$ cat src/rtl/flit_injector.sv
// Credit-based single-flit transmitter with a message FIFO feeding one router input port.
// Optional statistics counters are enabled by defining FLIT_INJECTOR_STATS_EN.
`ifndef FLIT_DATA_WIDTH
`define FLIT_DATA_WIDTH 16
`endif

module flit_injector #(
  parameter int NUM_ROUTERS    = 16,
  parameter int ROUTER_ID      = 0,
  parameter int ROUTER_ID_BITS = $clog2(NUM_ROUTERS),
  parameter int NUM_VC         = 4,
  parameter int CREDIT_INIT    = NUM_VC,
  parameter int QUEUE_DEPTH    = 4,
  parameter int PAYLOAD_W      = `FLIT_DATA_WIDTH - 2*ROUTER_ID_BITS
) (
  input  logic                               clk,
  input  logic                               reset,
  input  logic                               msg_valid,
  input  logic [ROUTER_ID_BITS-1:0]          msg_dest,
  input  logic [PAYLOAD_W-1:0]               msg_payload,
  output logic                               msg_ready,
  input  logic                               credit_increment,
  output logic [`FLIT_DATA_WIDTH-1:0]        out_data,
  output logic                               out_valid,
  output logic [$clog2(CREDIT_INIT+1)-1:0]   credit_count,
  output logic                               credit_err,
  output logic [15:0]                        sent_count,
  output logic [15:0]                        stall_count
);

  localparam int FLIT_W = `FLIT_DATA_WIDTH;
  localparam int PTR_W  = $clog2(QUEUE_DEPTH);
  localparam int CNT_W  = PTR_W + 1;
  localparam int CR_W   = $clog2(CREDIT_INIT+1);

  localparam logic [ROUTER_ID_BITS-1:0] SRC_ID     = ROUTER_ID_BITS'(ROUTER_ID);
  localparam logic [CNT_W-1:0]          DEPTH_C    = CNT_W'(QUEUE_DEPTH);
  localparam logic [CR_W-1:0]           CREDIT_MAX = CR_W'(CREDIT_INIT);

  typedef enum logic [1:0] {
    ST_IDLE  = 2'd0,
    ST_SEND  = 2'd1,
    ST_STALL = 2'd2
  } state_e;

  state_e                  state_r, state_next_s;
  logic [FLIT_W-1:0]       mem_r [QUEUE_DEPTH];
  logic [PTR_W-1:0]        wr_ptr_r, rd_ptr_r;
  logic [CNT_W-1:0]        count_r, cnt_next_s;
  logic [CR_W-1:0]         credit_r, cr_next_s;
  logic                    credit_err_r;
  logic                    overflow_s;
  logic                    push_s, pop_s, full_s;
  logic [FLIT_W-1:0]       out_data_r;
  logic                    out_valid_r;

  assign full_s    = (count_r == DEPTH_C);
  assign msg_ready = reset && !full_s;
  assign push_s    = msg_valid && msg_ready;

  // The state register is kept equal to "what this cycle does": SEND means a pop now.
  always_comb begin
    pop_s = 1'b0;
    case (state_r)
      ST_SEND:  pop_s = 1'b1;
      ST_IDLE:  pop_s = 1'b0;
      ST_STALL: pop_s = 1'b0;
      default:  pop_s = 1'b0;
    endcase
  end

  // Occupancy and credit updates, one net change per cycle each.
  always_comb begin
    cnt_next_s = count_r;
    cr_next_s  = credit_r;
    overflow_s = 1'b0;
    if (push_s && !pop_s) begin
      cnt_next_s = count_r + {{(CNT_W-1){1'b0}}, 1'b1};
    end else if (!push_s && pop_s) begin
      cnt_next_s = count_r - {{(CNT_W-1){1'b0}}, 1'b1};
    end else begin
      cnt_next_s = count_r;
    end
    if (pop_s && !credit_increment) begin
      cr_next_s = credit_r - {{(CR_W-1){1'b0}}, 1'b1};
    end else if (!pop_s && credit_increment) begin
      if (credit_r == CREDIT_MAX) begin
        cr_next_s  = credit_r;
        overflow_s = 1'b1;
      end else begin
        cr_next_s  = credit_r + {{(CR_W-1){1'b0}}, 1'b1};
      end
    end else begin
      cr_next_s = credit_r;
    end
  end

  // Next state follows from next-cycle occupancy and credit.
  always_comb begin
    state_next_s = ST_IDLE;
    if (cnt_next_s == {CNT_W{1'b0}}) begin
      state_next_s = ST_IDLE;
    end else if (cr_next_s == {CR_W{1'b0}}) begin
      state_next_s = ST_STALL;
    end else begin
      state_next_s = ST_SEND;
    end
  end

  // FSM, pointers, credits and output flit register.
  always_ff @(posedge clk) begin
    if (!reset) begin
      state_r      <= ST_IDLE;
      wr_ptr_r     <= {PTR_W{1'b0}};
      rd_ptr_r     <= {PTR_W{1'b0}};
      count_r      <= {CNT_W{1'b0}};
      credit_r     <= CREDIT_MAX;
      credit_err_r <= 1'b0;
      out_valid_r  <= 1'b0;
      out_data_r   <= {FLIT_W{1'b0}};
    end else begin
      state_r     <= state_next_s;
      count_r     <= cnt_next_s;
      credit_r    <= cr_next_s;
      out_valid_r <= pop_s;
      if (overflow_s) credit_err_r <= 1'b1;
      if (push_s) wr_ptr_r <= wr_ptr_r + {{(PTR_W-1){1'b0}}, 1'b1};
      if (pop_s) begin
        rd_ptr_r   <= rd_ptr_r + {{(PTR_W-1){1'b0}}, 1'b1};
        out_data_r <= mem_r[rd_ptr_r];
      end
    end
  end

  // Storage holds fully formatted flits; contents need no reset.
  always_ff @(posedge clk) begin
    if (push_s) mem_r[wr_ptr_r] <= {msg_dest, SRC_ID, msg_payload};
  end

  assign out_data     = out_data_r;
  assign out_valid    = out_valid_r;
  assign credit_count = credit_r;
  assign credit_err   = credit_err_r;

`ifdef FLIT_INJECTOR_STATS_EN
  logic [15:0] sent_r, stall_r;

  // Saturating statistics counters.
  always_ff @(posedge clk) begin
    if (!reset) begin
      sent_r  <= 16'h0000;
      stall_r <= 16'h0000;
    end else begin
      if (pop_s && (sent_r != 16'hFFFF)) sent_r <= sent_r + 16'd1;
      if ((state_r == ST_STALL) && (stall_r != 16'hFFFF)) stall_r <= stall_r + 16'd1;
    end
  end

  assign sent_count  = sent_r;
  assign stall_count = stall_r;
`else
  assign sent_count  = 16'h0000;
  assign stall_count = 16'h0000;
`endif

endmodule

$ cat config.mk
export PLATFORM = sky130hd
export DESIGN_NAME = flit_injector
export DESIGN_NICKNAME = d
export VERILOG_FILES = /design/src/rtl/flit_injector.sv
export SDC_FILE = /design/constraint.sdc
export NUM_CORES = 1
export LEC_CHECK = 0
export ABC_AREA = 1
export CAP_MARGIN = 40
export CORE_MARGIN = 8
export CORE_UTILIZATION = 55
export CTS_CLUSTER_DIAMETER = 150
export CTS_CLUSTER_SIZE = 12
export DETAILED_ROUTE_END_ITERATION = 12
export GPL_TIMING_DRIVEN = 1
export PLACE_DENSITY = 0.85
export SLEW_MARGIN = 15
export SYNTH_ARGS = -nofsm -noshare
export SYNTH_HDL_FRONTEND = slang
export SYNTH_SLANG_ARGS = --single-unit
export TNS_END_PERCENT = 5
$ cat constraint.sdc
create_clock -name clk -period 3.3 [get_ports clk]
set_input_delay 0.66 -clock clk [delete_from_list [all_inputs] [get_ports clk]]
set_output_delay 0.66 -clock clk [all_outputs]
set_load 0.02 [all_outputs]
Yosys cells after proc, flatten, opt, wreduce, memory -nomap -nowiden:

Memories as Yosys holds them, arrays and structs flattened. A register that Yosys moved wholly into a read port is not among the register bits.
Cells that the tools add are included.

* memories kept: 1
* output and inout port bits: 54
* memory bits (writable): 48
* logic and storage cells: 45
* register bits after elaboration: 30
* input bits: 16

* add/sub/neg operators: 6
* reductions and logical operators: 14
* equal/unequal tests: 3
* bitwise operators: 1
* multiplexer cells: 12

Memory list
* mem_r: words 4, bits a word 12, rd ports 1, clocked after memory_dff 1, wr ports 1, RTL line 47 `logic [FLIT_W-1:0] mem_r [QUEUE_DEPTH];`

Operator list (number)
* 3-bit 2-to-1 mux: 5
* 3-bit by 1-bit adder with 3-bit output, second input constant: 2
* 3-bit equality test, second input constant: 2
* 1-bit logical AND: 6
* 3-bit zero test: 2
* 1-bit 2-to-1 mux: 6
* 3-bit by 1-bit subtractor with 3-bit output, second input constant: 2
* 1-bit zero test: 5
* 2-bit by 1-bit adder with 2-bit output, second input constant: 2
* 2-bit by 1-bit equality test with 1-bit output, second input constant: 1
* 2-bit 2-to-1 mux: 1
* 2-bit OR reduction: 1
* 1-bit NOT: 1

Logic depth before layout (Yosys ltp):

* depth after elaboration: 10
* mapped depth: 12

Worst setup path after synthesis:

No wires, ideal clock.

* path type: input port to output port
* start point: input reset
* end point: output msg_ready
* path buffers: 2
* data arrival time: 1.360 ns
* stages: 4
* setup slack: 1.280 ns
* data required time: 2.640 ns
* cells stage by stage: buf_6 inv_1 clkbuf_1 a21oi_1

* cells in the longest elaborated chain, start to end: 1

RTL lines
* start: declaration: RTL line 17 `input logic reset,`
* 1-bit logical AND: RTL line 58 `assign msg_ready = reset && !full_s;`
* end: declaration: RTL line 21 `output logic msg_ready,`

Every way passes these cells.

Final worst setup path:

Ends and elaborated chain as after synthesis.

==> reports/metrics.yaml <==
nFillCells: 476
path_clk_slew_ns: 0.07
post_cts_buffers: 0
yosysTopAreaCell: "edfxtp_1"
grt_max_degree: 27
ant_nets: 0
fmax_ghz: 0.384
timing.rr.end: "state_r[0]"
drt_iter0_drc: 136
crit_path_end_kind: "output pin"
dp_hpwl_um: 4520
root_buffer: "clkbuf_8"
layout_min_cycle_time_ns: 2.60
place_area_um2: 3640
grt_pass1_vias: 2296
holdPathStages: 1
ff2ff_path_depth: 12
ys_warn_count: 0
cp.required_ns: 2.64
syn-instance-count: 340
syn2layout_area_growth_pct: 15.5
cap_violations: 0
gp_congestion: 0.781
min_to: "credit_err"
hold_class: "flip-flop to flip-flop"
grt_pass1_wl_um: 11100
drt-total-wl_um: 6650
rows: 28
die_w_um: 94.1
reg2reg_slack_ns: 1.65
dieArea_um2: 8850
antenna_found_initial: 0
num_antenna_cells: 0
io_pins: 70
vdd_drop_max_mv: 0.449
clockBufferDepth: 2
cts_tree: "yes"
h-tree-depth: 3
cts_resized: 0
critical_path_class: "input pin to output pin"
cts_buffers: 9
rsz0062_at_grt: "no"
wl_per_cell_um: 14.5
hold_path.startpoint: "credit_err"
route.vias.total: 2284
hold_viol_final: 0
regArea_um2: 1960
leakagePower_nw: 1.63
vias_per_cell: 4.98
start_util_pct: 56.6
cts.sinks: 74
drcViolationCount: 0
final_layout_size_suffix_gt1_share_pct: 8.07
avgSynthCellArea_um2: 9.86
ys_types: 28
track_usage_pct: 16.3
cp-start-kind: "input pin"
netlist_top_cells_area: "edfxtp_1 43%, dfxtp_1 16%, buf_4 8.1%"
portBuffers: 33
r2r-start: "count_r[0]"
clk_latency_ns: 0.35
setup_tns_ns: 0
die_h_um: 94.1
min_period_over_period_pct: 78.9
cts-hold-fix-buffers: 0
ys_seq_area_share_pct: 58.5
cp_max_fo: 2
syn_area_um2: 3350
core_um2: 5920
fin_area_um2: 3870
cellPowerDensity_nw_per_um2: 820
final_nets: 405
drt_pre_antenna_iters: 4
gr-total-overflow: 0
cp.arrival_ns: 1.94
total_power_mw: 3.18
status: "completed"
clock-skew-final_ns: 0.00672
multi_input_area_um2: 1070
slew_violations: 0
yosysTopAreaCellShare_pct: 43.0
synth_seq_cells: 74
setup_viol: 0
-- final cells by class --
class | instances | area share, %
clock inverter | 5 | 2.65
sequential | 74 | 50.7
clock buffer | 11 | 3.39
tap | 75 | 2.42
timing repair buffer | 40 | 9.89
multi-input combinational | 219 | 27.6
inverter | 35 | 3.39
-- flip-flops by register name (all words and copies together) (netlist names) --
signal and flops:
count_r 3, credit_count 3, credit_err 1, mem_r 48, out_data 12, out_valid 1
rd_ptr_r 2, state_r 2, wr_ptr_r 2
-- logic make-up after synthesis --
family	after synthesis	share of synthesized area (%)
adders and majority gates	10	3.73
and+or+nand+nor	112	14.1
AOI/OAI and AO/OA	59	9.44
xor gates and xnor gates	2	0.523
buffers and inverters	82	13.5
other	1	0.112
DFF	74	58.5
-- worst max-delay path by stage --
stage	startpoint	to	slack [ns]	depth (start not counted)
after floorplan	reset	msg_ready	1.28	4
after global placement	reset	msg_ready	0.69	4
after detailed placement	reset	msg_ready	0.68	4
after CTS	reset	msg_ready	0.68	4
after global routing	reset	msg_ready	0.65	4
final	reset	msg_ready	0.70	4
-- stage by stage --
| stage | cells | hold WS (ns) | setup slack (ns) | utilization, % |
|---|---|---|---|---|
| after floorplan | 375 | 0.490 | 1.28 | - |
| after global placement | 443 | 0.454 | 0.686 | 61.5 |
| after detailed placement | 443 | 0.455 | 0.685 | 61.5 |
| after CTS | 459 | 0.472 | 0.682 | 65.4 |
| after global routing | 459 | 0.491 | 0.648 | 65.4 |
| final | 459 | 0.465 | 0.696 | 65.4 |
-- routing by layer --
layer  up-vias  global-route usage (%)  part of all wire [%]
met5         -                       0                     0
met4         0                    6.74                   1.3
met3         8                    5.92                   9.2
met2        86                    26.8                    49
met1      1067                    18.8                    41
li1       1123                       -                     -
-- power breakdown --
part           internal (mW)  switching, mW  total (mW)
combinational          0.415          0.715        1.13
sequential              1.13         0.0940        1.22
clock                  0.501          0.321       0.823
-- critical path, cell delays in order --
cell,delay (ns)
clkdlybuf4s50_1,0.48
inv_1,0.06
a21oi_1,0.11
clkdlybuf4s50_1,0.63
-- cells in the final DEF (no fill, tap or decap), drive strengths merged, types with 11 or more instances in the layout --
master	netlist	routed
o21ai	40	40
o22ai	12	12
inv	35	35
clkbuf	7	11
conb	1	36
dfxtp	26	26
nor2	72	72
clkdlybuf4s50	0	33
nand2	29	29
edfxtp	48	48
-- cells in the mapped netlist (all sizes together) --
cell / instances
nand4: 1
clkbuf: 7
dfxtp: 26
buf: 40
xnor2: 1
edfxtp: 48
ha: 10
nor3: 1
nor2: 72
conb: 1
o21a: 1
inv: 35
o22ai: 12
xor2: 1
a21oi: 6
nand3: 9
nand2: 29
o21ai: 40
(Power assumes the default switching activity.)
